==> config.mk <==
export PLATFORM = sky130hd
export DESIGN_NAME = ccff_bitstream_loader
export DESIGN_NICKNAME = d
export VERILOG_FILES = /design/src/rtl/fpga_cfg_pkg.sv /design/src/rtl/ccff_rb_packer.sv /design/src/rtl/ccff_bitstream_loader.sv
export SDC_FILE = /design/constraint.sdc
export NUM_CORES = 1
export LEC_CHECK = 0
export CAP_MARGIN = 20
export CORE_MARGIN = 10
export CORE_UTILIZATION = 53
export DETAILED_ROUTE_END_ITERATION = 6
export PLACE_DENSITY = 0.79
export SYNTH_ARGS = -nofsm -noshare
export SYNTH_HDL_FRONTEND = slang
export SYNTH_SLANG_ARGS = --single-unit
export TNS_END_PERCENT = 1
==> constraint.sdc <==
create_clock -name prog_clk -period 1.9 [get_ports prog_clk]
set_input_delay 0.19 -clock prog_clk [delete_from_list [all_inputs] [get_ports prog_clk]]
set_output_delay 0.19 -clock prog_clk [all_outputs]
set_load 0.05 [all_outputs]
==> src/rtl/fpga_cfg_pkg.sv <==
// Shared definitions for the FPGA configuration-chain loader.
//   BYTE_W      : width of the bitstream and readback byte streams.
//   cfg_state_e : loader FSM states.
package fpga_cfg_pkg;

  localparam int BYTE_W = 8;

  typedef enum logic [2:0] {
    ST_IDLE,
    ST_FETCH,
    ST_SHIFT,
    ST_FLUSH,
    ST_DONE
  } cfg_state_e;

endpackage

==> src/rtl/ccff_rb_packer.sv <==
// Readback byte assembler: collects serial bits MSB first into a byte and
// presents it on a valid/ready interface. A flush marks the last bit of the
// chain so that a partial byte is emitted, zero-padded in its LSBs.
// Ports:
//   clk_i, rst_i    : clock, synchronous active-high reset
//   clr_i           : synchronous clear (load aborted)
//   bit_i/bit_vld_i : serial input bit and its qualifier
//   flush_i         : with bit_vld_i, this bit closes the current byte
//   rb_valid_o/rb_ready_i/rb_data_o : byte output stream
module ccff_rb_packer
  import fpga_cfg_pkg::*;
(
  input  logic              clk_i,
  input  logic              rst_i,
  input  logic              clr_i,
  input  logic              bit_i,
  input  logic              bit_vld_i,
  input  logic              flush_i,
  input  logic              rb_ready_i,
  output logic              rb_valid_o,
  output logic [BYTE_W-1:0] rb_data_o
);

  logic [BYTE_W-1:0] acc_q, acc_d, acc_next;
  logic [BYTE_W-1:0] data_q, data_d;
  logic [2:0]        cnt_q, cnt_d;
  logic              vld_q, vld_d;

  always_comb begin
    acc_d    = acc_q;
    cnt_d    = cnt_q;
    vld_d    = vld_q;
    data_d   = data_q;
    acc_next = {acc_q[BYTE_W-2:0], bit_i};
    if (vld_q && rb_ready_i) begin
      vld_d = 1'b0;
    end
    // A completing bit can coincide with the handshake of the previous byte;
    // the new byte wins so nothing is lost.
    if (bit_vld_i) begin
      if (cnt_q == 3'd7 || flush_i) begin
        data_d = acc_next << (3'd7 - cnt_q);
        vld_d  = 1'b1;
        acc_d  = '0;
        cnt_d  = '0;
      end else begin
        acc_d = acc_next;
        cnt_d = cnt_q + 3'd1;
      end
    end
  end

  always_ff @(posedge clk_i) begin
    if (rst_i || clr_i) begin
      acc_q  <= '0;
      cnt_q  <= '0;
      vld_q  <= 1'b0;
      data_q <= '0;
    end else begin
      acc_q  <= acc_d;
      cnt_q  <= cnt_d;
      vld_q  <= vld_d;
      data_q <= data_d;
    end
  end

  assign rb_valid_o = vld_q;
  assign rb_data_o  = data_q;

endmodule

==> src/rtl/ccff_bitstream_loader.sv <==
// Loads a configuration bitstream into a downstream ccff scan chain.
// Bytes arrive on in_valid/in_ready/in_data and are shifted MSB first onto
// ccff_head; ccff_clk_en enables the external clock gate of the chain for
// exactly CHAIN_LEN edges per load. Old chain contents coming back on
// ccff_tail are optionally packed into bytes on rb_valid/rb_ready/rb_data.
// Ports:
//   prog_clk, pReset     : clock, synchronous active-high reset
//   cfg_start, cfg_abort : begin a load (IDLE only) / cancel a load
//   in_valid/in_ready/in_data : bitstream input stream
//   ccff_head, ccff_clk_en, ccff_tail : chain interface
//   rb_valid/rb_ready/rb_data : readback output stream
//   cfg_busy, cfg_done   : not-idle flag / completion pulse
module ccff_bitstream_loader
  import fpga_cfg_pkg::*;
#(
  parameter int CHAIN_LEN = 8,
  parameter int RB_EN     = 1
) (
  input  logic              prog_clk,
  input  logic              pReset,
  input  logic              cfg_start,
  input  logic              cfg_abort,
  input  logic              in_valid,
  output logic              in_ready,
  input  logic [BYTE_W-1:0] in_data,
  output logic              ccff_head,
  output logic              ccff_clk_en,
  input  logic              ccff_tail,
  output logic              rb_valid,
  input  logic              rb_ready,
  output logic [BYTE_W-1:0] rb_data,
  output logic              cfg_busy,
  output logic              cfg_done
);

  localparam int              CNT_W    = $clog2(CHAIN_LEN + 1);
  localparam logic [CNT_W-1:0] LAST_BIT = CNT_W'(CHAIN_LEN - 1);

  cfg_state_e        state_q, state_d;
  logic [BYTE_W-1:0] shreg_q, shreg_d;
  logic [CNT_W-1:0]  bit_cnt_q, bit_cnt_d;
  logic [2:0]        sub_cnt_q, sub_cnt_d;
  logic              stall, shift_en, last_bit, aborting, rb_vld_int;

  // Only a pending, unaccepted readback byte can hold the chain.
  assign stall    = (RB_EN != 0) && rb_vld_int && !rb_ready;
  assign last_bit = (bit_cnt_q == LAST_BIT);
  assign aborting = cfg_abort && (state_q != ST_IDLE);

  always_comb begin
    state_d     = state_q;
    shreg_d     = shreg_q;
    bit_cnt_d   = bit_cnt_q;
    sub_cnt_d   = sub_cnt_q;
    in_ready    = 1'b0;
    ccff_head   = 1'b0;
    ccff_clk_en = 1'b0;
    shift_en    = 1'b0;
    case (state_q)
      ST_IDLE: begin
        if (cfg_start && !cfg_abort) begin
          state_d   = ST_FETCH;
          bit_cnt_d = '0;
        end
      end
      ST_FETCH: begin
        in_ready = 1'b1;
        if (in_valid) begin
          shreg_d   = in_data;
          sub_cnt_d = '0;
          state_d   = ST_SHIFT;
        end
      end
      ST_SHIFT: begin
        ccff_head = shreg_q[BYTE_W-1];
        if (!stall) begin
          ccff_clk_en = 1'b1;
          shift_en    = 1'b1;
          bit_cnt_d   = bit_cnt_q + CNT_W'(1);
          shreg_d     = {shreg_q[BYTE_W-2:0], 1'b0};
          sub_cnt_d   = sub_cnt_q + 3'd1;
          // The chain length ends the load even mid-byte; leftover bits of
          // the final byte are simply dropped.
          if (last_bit) begin
            state_d = ST_FLUSH;
          end else if (sub_cnt_q == 3'd7) begin
            state_d = ST_FETCH;
          end
        end
      end
      ST_FLUSH: begin
        if (!rb_vld_int) begin
          state_d = ST_DONE;
        end
      end
      ST_DONE: begin
        state_d = ST_IDLE;
      end
      default: begin
        state_d = ST_IDLE;
      end
    endcase
    if (aborting) begin
      state_d     = ST_IDLE;
      ccff_clk_en = 1'b0;
      shift_en    = 1'b0;
    end
  end

  always_ff @(posedge prog_clk) begin
    if (pReset) begin
      state_q   <= ST_IDLE;
      bit_cnt_q <= '0;
      sub_cnt_q <= '0;
    end else begin
      state_q   <= state_d;
      bit_cnt_q <= bit_cnt_d;
      sub_cnt_q <= sub_cnt_d;
    end
  end

  // Byte shift register is pure data; ccff_head is masked outside SHIFT.
  always_ff @(posedge prog_clk) begin
    shreg_q <= shreg_d;
  end

  ccff_rb_packer u_rb_packer (
    .clk_i      (prog_clk),
    .rst_i      (pReset),
    .clr_i      (aborting),
    .bit_i      (ccff_tail),
    .bit_vld_i  (shift_en && (RB_EN != 0)),
    .flush_i    (last_bit),
    .rb_ready_i (rb_ready),
    .rb_valid_o (rb_vld_int),
    .rb_data_o  (rb_data)
  );

  assign rb_valid = rb_vld_int;
  assign cfg_busy = (state_q != ST_IDLE);
  assign cfg_done = (state_q == ST_DONE);

endmodule

# == After elaboration in Yosys (flattened, before gate mapping) ==
# Cells that the tools add are included.
# word_totals
reg_bits,37
wordCells,68
output_inout_bits,14
# op_classes
n_mux,26
addsub,4
n_reduce_logical,17
shifts,1
eq_ne,12
# op_table
operator,n
3-bit 2-to-1 mux,9
8-bit 2-to-1 mux,2
8-bit case mux with 2 select lines,1
3-bit case mux with 4 select lines,1
"3-bit == test, second input constant",3
1-bit 2-to-1 mux,8
4-bit 2-to-1 mux,2
"2-bit != test, second input constant",4
4-bit case mux with 2 select lines,1
8-bit by 3-bit << shifter with 8-bit output,1
7-bit 2-to-1 mux,1
"3-bit by 1-bit adder with 3-bit output, second input constant",2
"3-bit by 2-bit == test with 1-bit output, second input constant",2
3-bit case mux with 2 select lines,1
3-bit AND reduction,2
5-bit AND reduction,1
"4-bit by 1-bit adder with 4-bit output, second input constant",1
"4-bit by 3-bit == test with 1-bit output, second input constant",1
1-bit logical AND,4
2-bit nonzero test,2
"3-bit by 1-bit == test with 1-bit output, second input constant",1
3-bit logical NOT,1
"3-bit by 2-bit != test with 1-bit output, second input constant",1
3-bit nonzero test,1
5 further kinds,7

# == Logic depth before layout (Yosys ltp) ==
# Gate-level depths: netlist of run 1.
# logic_depth
depth_word,6
depth_mapped,8

# == Modules after synthesis ==
# From an unflattened synthesis of run 1, not the netlist that was laid out.
# unflattened
hier_cells,190
hier_area_um2,1880.6
# by_module_without_submodules
mod,area_each_um2,cells_each,n_inst
ccff_bitstream_loader,949.7,92,1
ccff_rb_packer,930.9,98,1

# == Least setup slack after synthesis of run 1 ==
# No wires, ideal clock.
# synth_timing
path_kind,reg2out
startpoint,register state_q[0]
endpoint,output port cfg_done
required_ps,1710
path_buffers,1
path_slack_ps,90
t_arrival_ps,1620
stages_incl_launch_ff,3
cell_sequence,dfxtp_1 > clkbuf_1 > nor3_1
# synth_via
elab_chain_len,1
# synth_lines
element,line_no,rtl
from (decl),ccff_bitstream_loader.sv:39,"cfg_state_e state_q, state_d;"
from (signal assigned),ccff_bitstream_loader.sv:116,state_q <= state_d;
3-bit == test,ccff_bitstream_loader.sv:141,assign cfg_done = (state_q == ST_DONE);
to (decl),ccff_bitstream_loader.sv:33,output logic cfg_done
# Every way passes these cells.

# == Worst setup path after layout of run 1 ==
# layout_timing
startpoint,register state_q[1]
endpoint,output port ccff_clk_en
# layout_via
elab_chain_len,3
elab_cells_between_ends,5
classes_between,eq/ne (1); mux (2); reduce/logical (2)
# layout_lines
element,line_no,rtl
3-bit by 2-bit == test with 1-bit output or 3-bit nonzero test (tied branches),"ccff_bitstream_loader.sv:59, ccff_bitstream_loader.sv:48",
1-bit 2-to-1 mux or 1-bit logical AND (tied branches),"ccff_bitstream_loader.sv:59, ccff_bitstream_loader.sv:48",
1-bit 2-to-1 mux *,ccff_bitstream_loader.sv:103,if (aborting) begin
to (decl),ccff_bitstream_loader.sv:27,"output logic ccff_clk_en,"
# Mark *: on every way between the ends. The rest lies on a longest branch, timed or not.

==> flow_summary.yaml, run 1 <==
setup_path:
  endpoint_kind: "output pin"
  cp-start-kind: "flop"
  cp_data_required_time_ps: 1710
  crit_fanout: 3
  path_cells: "or3b_4, or3_4, clkinv_8, buf_12"
  r2r_slack_ps: 140
  worstPathArrival_ps: 1670
  slowest_delay_ps: 390
  reg2reg_to: "u_rb_packer.rb_data_o[4]$_SDFFE_PP0P_"
  r2r_cells: 7
  r2r_start: "bit_cnt_q[0]$_SDFFE_PP0P_"
  criticalPathCategory: "flop to output pin"
  crit_slowest_cell: "or3_4"
global_route:
  grt_pass1_vias: 1591
  grt_overflow_total: 0
  grt_pass1_wl_um: 7550
  grt_usage_pct: 14.8
  antenna_found_initial: 0
  grt_start_max_net_pins: 15
drt:
  firstDrtPassIters: 4
  wl_per_cell_um: 15.5
  met3WireLength_um: 284
  num_vias: 1656
  ant_nets: 0
  wl_met2_um: 2130
  drt_wl_total_um: 4480
  drtIter0Drc: 124
  met1_length_um: 1930
  drcViolationCount: 0
  highest_layer: "met4"
  vias_per_cell: 5.73
synthesis:
  synth.yosys.warnings: 0
  synth_edf_count: 8
  yosysTopAreaCell: "dfxtp_1"
  netlist_top_cells_count: "29 x dfxtp_1, 20 x a21oi_1, 15 x nand2_1, 15 x nand3_1, 14 x mux2i_1"
  synth_ff_type: "dfxtp_1"
  netlist_area_sq_um: 1860
  seq_area_frac_synth_pct: 44.2
  ys_types: 45
  synth_top_area_share_pct: 31.2
  yosysMostFrequentCell: "dfxtp_1"
  synth_area_leaders: "dfxtp_1 31%, edfxtp_1 13%, mux2i_1 7.5%"
  syn_avg_cell_area_sq_um: 9.48
  synth_async_sr_flop_share_pct: 0
  mappedNetlistNets: 216
  synthCells: 196
  synth_seq_cells: 37
cts:
  numCtsBuffers: 5
  cts_sinks: 37
  cts_htree_levels: 2
  cts_tree: "done"
  clk_latency_ps: 370
  cts.clk_slew.worst_paths_ps: 110
  clockBufferDepth: 2
  cts_root_buf: "clkbuf_4"
floorplanning:
  rows: 21
  ios: 29
  start_util_pct: 55.2
  chipWidth_um: 79.2
  core_sq_um: 3360
  die_h_um: 79.2
  dieArea_sq_um: 6270
timing:
  final.setup.tns_ps: 0
  finClkSkew_ps: 21.6
  fin_crit_ps: 1860
  max_freq_mhz: 537
  finalHoldWorstSlack_ps: 475
  finalHoldViolations: 0
  finalMaxSlewViolations: 0
  worst_pin_slew_ps: 525
  rsz0062_at_grt: "yes"
  maxSlewHeadroom_pct: 64.9
  fin_crit_sh_pct: 97.9
  setup_viol: 0
worst_hold_path:
  hold_path_end: "u_rb_packer.acc_q[6]$_SDFFE_PP0P_"
  holdPathStages: 2
  hold_path.class: "flop to flop"
  worstHoldStart: "u_rb_packer.acc_q[6]$_SDFFE_PP0P_"
finish:
  final_nets: 262
  fin_cells: 289
  layout-drive-gt1-share_pct: 22.6
  fin_util_pct: 72.4
  area_delta_synth_final_pct: 31.1
  diodes: 0
power_and_ir_drop:
  p_total_mw: 2.01
  power_density_nw_per_um2: 825
  peakVddDrop_mv: 0.387
  leakagePower_nw: 0.874
placement:
  hpwl_um: 3210
  routabilityCongestion: 0.844
  place_inst: 272
  portBuffers: 28
flow_run:
  drv_cap: 0
status:
  status: "finished clean"
## cells by family after synthesis
family          synth area share (%)
flops                           44.2
mux                             13.0
compound gates                  15.0
fa+ha+maj                       3.37
buf+inv                         5.25
simple gates                    18.8
xor+xnor                       0.471
## placed cells by master (no fill, tap or decap), types with 2 or more instances in the layout
cell type	instances
a221oi_1	2
edfxtp_1	8
nor2b_1	3
a211oi_1	3
a22o_1	2
and2_1	3
ha_1	5
o21ai_1	4
a21oi_1	20
mux2i_1	14
and3_1	2
inv_1	4
buf_4	26
buf_12	3
nand4_1	2
clkdlybuf4s50_1	23
nor3_1	3
nand2b_1	2
o31ai_1	3
mux2_2	9
nand3_1	15
o21ai_0	2
clkbuf_4	5
dfxtp_1	27
or4_1	2
nand2_1	15
nor2_1	10
nand3b_1	5
## flip-flops by register name, indices dropped and copies added (netlist names)
register / flops
state_q: 3
u_rb_packer.acc_q: 7
u_rb_packer.cnt_q: 3
u_rb_packer.rb_data_o: 8
shreg_q: 8
bit_cnt_q: 4
sub_cnt_q: 3
u_rb_packer.rb_valid_o: 1
## metal layers
metal | vias to the layer above | GRT usage [%]
li1 | 803 | -
met1 | 786 | 18.0
met2 | 55 | 22.5
met3 | 12 | 4.50
met4 | 0 | 8.60
met5 | - | 0
## worst max-delay path, delay by kind of cell, from the launching register on
family	cells	cell delay, ps
flops	1	350
buf+inv	2	190
simple gates	2	770
## power by group
part | leakage (nW) | total (mW) | switching (mW) | internal, mW
combinational | 0.523 | 0.580 | 0.326 | 0.254
clock | 0.0422 | 0.539 | 0.264 | 0.276
sequential | 0.309 | 0.889 | 0.0200 | 0.869
## through the flow
stage | area (sq um) | setup WS (ps)
2_1_floorplan | 1860 | 89.7
3_3_place_gp | 2260 | -23.3
3_5_place_dp | 2260 | -56.4
4_1_cts | 2390 | -3.00
5_1_grt | 2440 | -0.329
6_report | 2440 | 39.2
## repair_timing
action | 4_1_cts | 5_1_grt
gates resized for setup | 7 | 1
pin swaps | 2 | 2
setup buffers | 4 | 5
hold buffers | 0 | 0
setup endpoints to repair | 1 | 4
## final cells by class
type	instances	area [sq um]
Tap cell	46	57.6
Clock inverter	2	35.0
Sequential cell	37	826
Timing Repair Buffer	52	485
Multi-Input combinational cell	139	952
Clock buffer	6	41.3
Fill cell	270	927
Inverter	7	38.8
## worst max-delay path by stage
stage	cells past startpoint	from	to	slack, ps
after CTS	4	state_q[1]$_SDFFE_PP0P_	ccff_clk_en	-3
after floorplan	2	state_q[0]$_SDFFE_PP0P_	cfg_done	90
final	4	state_q[1]$_SDFFE_PP0P_	ccff_clk_en	40
after global placement	5	cfg_abort	ccff_clk_en	-20
after detailed placement	6	cfg_abort	u_rb_packer.rb_data_o[0]$_SDFFE_PP0P_	-60
after global routing	4	state_q[1]$_SDFFE_PP0P_	ccff_clk_en	-0.3
No activity file was read; power rests on OpenSTA's default activity.
==> inputs of run 2 (changes only) <==
- SKIP_CTS_REPAIR_TIMING: not set -> 1
- SLEW_MARGIN: not set -> 30
==> run 2 against run 1 <==
  * The flow now finishes with violations (setup timing)
  * Wire length shrank 1.7%
  * Design area rose by 0.72%
  * Hold slack got worse by 2.4 ps
  * Count of clock-buffer cells in the layout stayed put
  * Setup slack got worse by 70 ps
  * Largest cell class unchanged
  * Highest routed layer unchanged
==> flow_summary.yaml, run 2 (synthesis gave the netlist of run 1 again) <==
placement:
  portBuffers: 28
  dp_slack_ps: -56.4
  dpl_cell_area_sq_um: 2260
  hpwl_um: 3210
  routabilityCongestion: 0.844
cts:
  cts_sinks: 37
  cts_htree_levels: 2
  clockBufferDepth: 2
  numCtsBuffers: 5
  cts.clk_slew.worst_paths_ps: 100
  clk_latency_ps: 360
  cts_root_buf: "clkbuf_4"
  cts_tree: "done"
timing:
  finClkSkew_ps: 18.1
  finalHoldViolations: 0
  max_freq_mhz: 518
  fin_crit_ps: 1930
  fin_crit_sh_pct: 102
  setup_viol: 1
  finalMaxSlewViolations: 0
  rsz0062_at_grt: "yes"
  setup_ws_ps: -31.2
  maxSlewHeadroom_pct: 65.2
  worst_pin_slew_ps: 521
drt:
  drtIter0Drc: 116
  wl_per_cell_um: 15.1
  drt_wl_total_um: 4400
  drcViolationCount: 0
  firstDrtPassIters: 4
  vias_per_cell: 5.65
  ant_nets: 0
  num_vias: 1651
finish:
  final_common_cell: "buf_4"
  final_nets: 265
  diodes: 0
  final_cell_area_sq_um: 2450
  fillers: 262
  layout-drive-gt1-share_pct: 23.6
  layout_common_cells: "29 x buf_4, 27 x dfxtp_1, 23 x clkdlybuf4s50_1, 20 x a21oi_1"
  area_delta_synth_final_pct: 32.1
global_route:
  grt_busiest_layer: "met2"
  grtUsageMet3_pct: 4.17
  grt_start_max_net_pins: 15
  grt_usage_pct: 14.3
  grtUsageMet1_pct: 17.9
  grt_overflow_total: 0
  antenna_found_initial: 0
  grt_pass1_wl_um: 7330
  grtUsageMet2_pct: 21.9
  grt_pass1_vias: 1548
setup_path:
  criticalPathCategory: "flop to output pin"
  r2r_slack_ps: 120
  crit_fanout: 6
  cp-start-kind: "flop"
  reg2reg_to: "u_rb_packer.rb_data_o[4]$_SDFFE_PP0P_"
  cp_data_required_time_ps: 1710
  endpoint_kind: "output pin"
  r2r_start: "bit_cnt_q[0]$_SDFFE_PP0P_"
  r2r_cells: 7
  worstPathArrival_ps: 1740
worst_hold_path:
  holdPathStages: 2
  hold_path_end: "u_rb_packer.acc_q[6]$_SDFFE_PP0P_"
  hold_path.class: "flop to flop"
  worstHoldStart: "u_rb_packer.acc_q[6]$_SDFFE_PP0P_"
floorplanning:
  rows: 21
  die_h_um: 79.2
  chipWidth_um: 79.2
  ios: 29
  dieArea_sq_um: 6270
  start_util_pct: 55.2
  core_sq_um: 3360
power_and_ir_drop:
  peakVddDrop_mv: 0.383
  leakagePower_nw: 0.887
  power_density_nw_per_um2: 819
status:
  violations: "setup timing"
  status: "complete, but fails checks"
flow_run:
  drv_cap: 0
[run 2: per-layer routing]
layer	part of all wire, %	vias up	wire length (um)
li1	-	806	-
met1	44	783	1950
met2	47	54	2090
met3	7.2	8	318
met4	1.1	0	49
met5	0	-	0
[run 2: worst max path at each step]
| stage | from | end | slack (ps) | depth (start not counted) |
|---|---|---|---|---|
| after floorplan | state_q[0]$_SDFFE_PP0P_ | cfg_done | 90 | 2 |
| final | state_q[2]$_SDFFE_PP0P_ | ccff_clk_en | -30 | 4 |
| after detailed placement | cfg_abort | u_rb_packer.rb_data_o[0]$_SDFFE_PP0P_ | -60 | 6 |
| after global routing | state_q[1]$_SDFFE_PP0P_ | ccff_clk_en | -70 | 4 |
| after global placement | cfg_abort | ccff_clk_en | -20 | 5 |
| after CTS | state_q[2]$_SDFFE_PP0P_ | ccff_clk_en | -180 | 4 |
[run 2: metrics by stage]
step	setup TNS [ps]	utilization, %	total power, mW	cells	hold WS, ps
after global routing	-76.0	73.0	2.10	292	494
after global placement	-40.3	67.3	1.44	272	449
after detailed placement	-312	67.3	1.46	272	463
final	-31.2	73.0	2.01	292	473
after CTS	-184	69.6	2.00	280	477
after floorplan	0	-	1.25	196	259
[run 2: layout make-up]
| class | count | area, sq um | share of cell area, % |
|---|---|---|---|
| Multi-Input combinational cell | 139 | 952 | 38.8 |
| Clock buffer | 6 | 41.3 | 1.68 |
| Sequential cell | 37 | 826 | 33.7 |
| Timing Repair Buffer | 55 | 508 | 20.7 |
| Tap cell | 46 | 57.6 | 2.35 |
| Inverter | 7 | 33.8 | 1.38 |
| Clock inverter | 2 | 35.0 | 1.43 |
[run 2: critical path, cell delays in order (launching register included)]
cell     delay [ps]
dfxtp_4         360
or3b_4          370
or3_4           440
inv_8            90
buf_12          130
[run 2: power breakdown]
part	internal [mW]	total, mW	switching, mW
clock	0.276	0.536	0.260
sequential	0.869	0.889	0.0195
combinational	0.260	0.584	0.324
total	1.41	2.01	0.603
==> inputs of run 3 (changes only) <==
- SKIP_CTS_REPAIR_TIMING: 1 -> not set
==> results of run 3 <==
Final layout, timing and power as in run 1 (identical DEF).
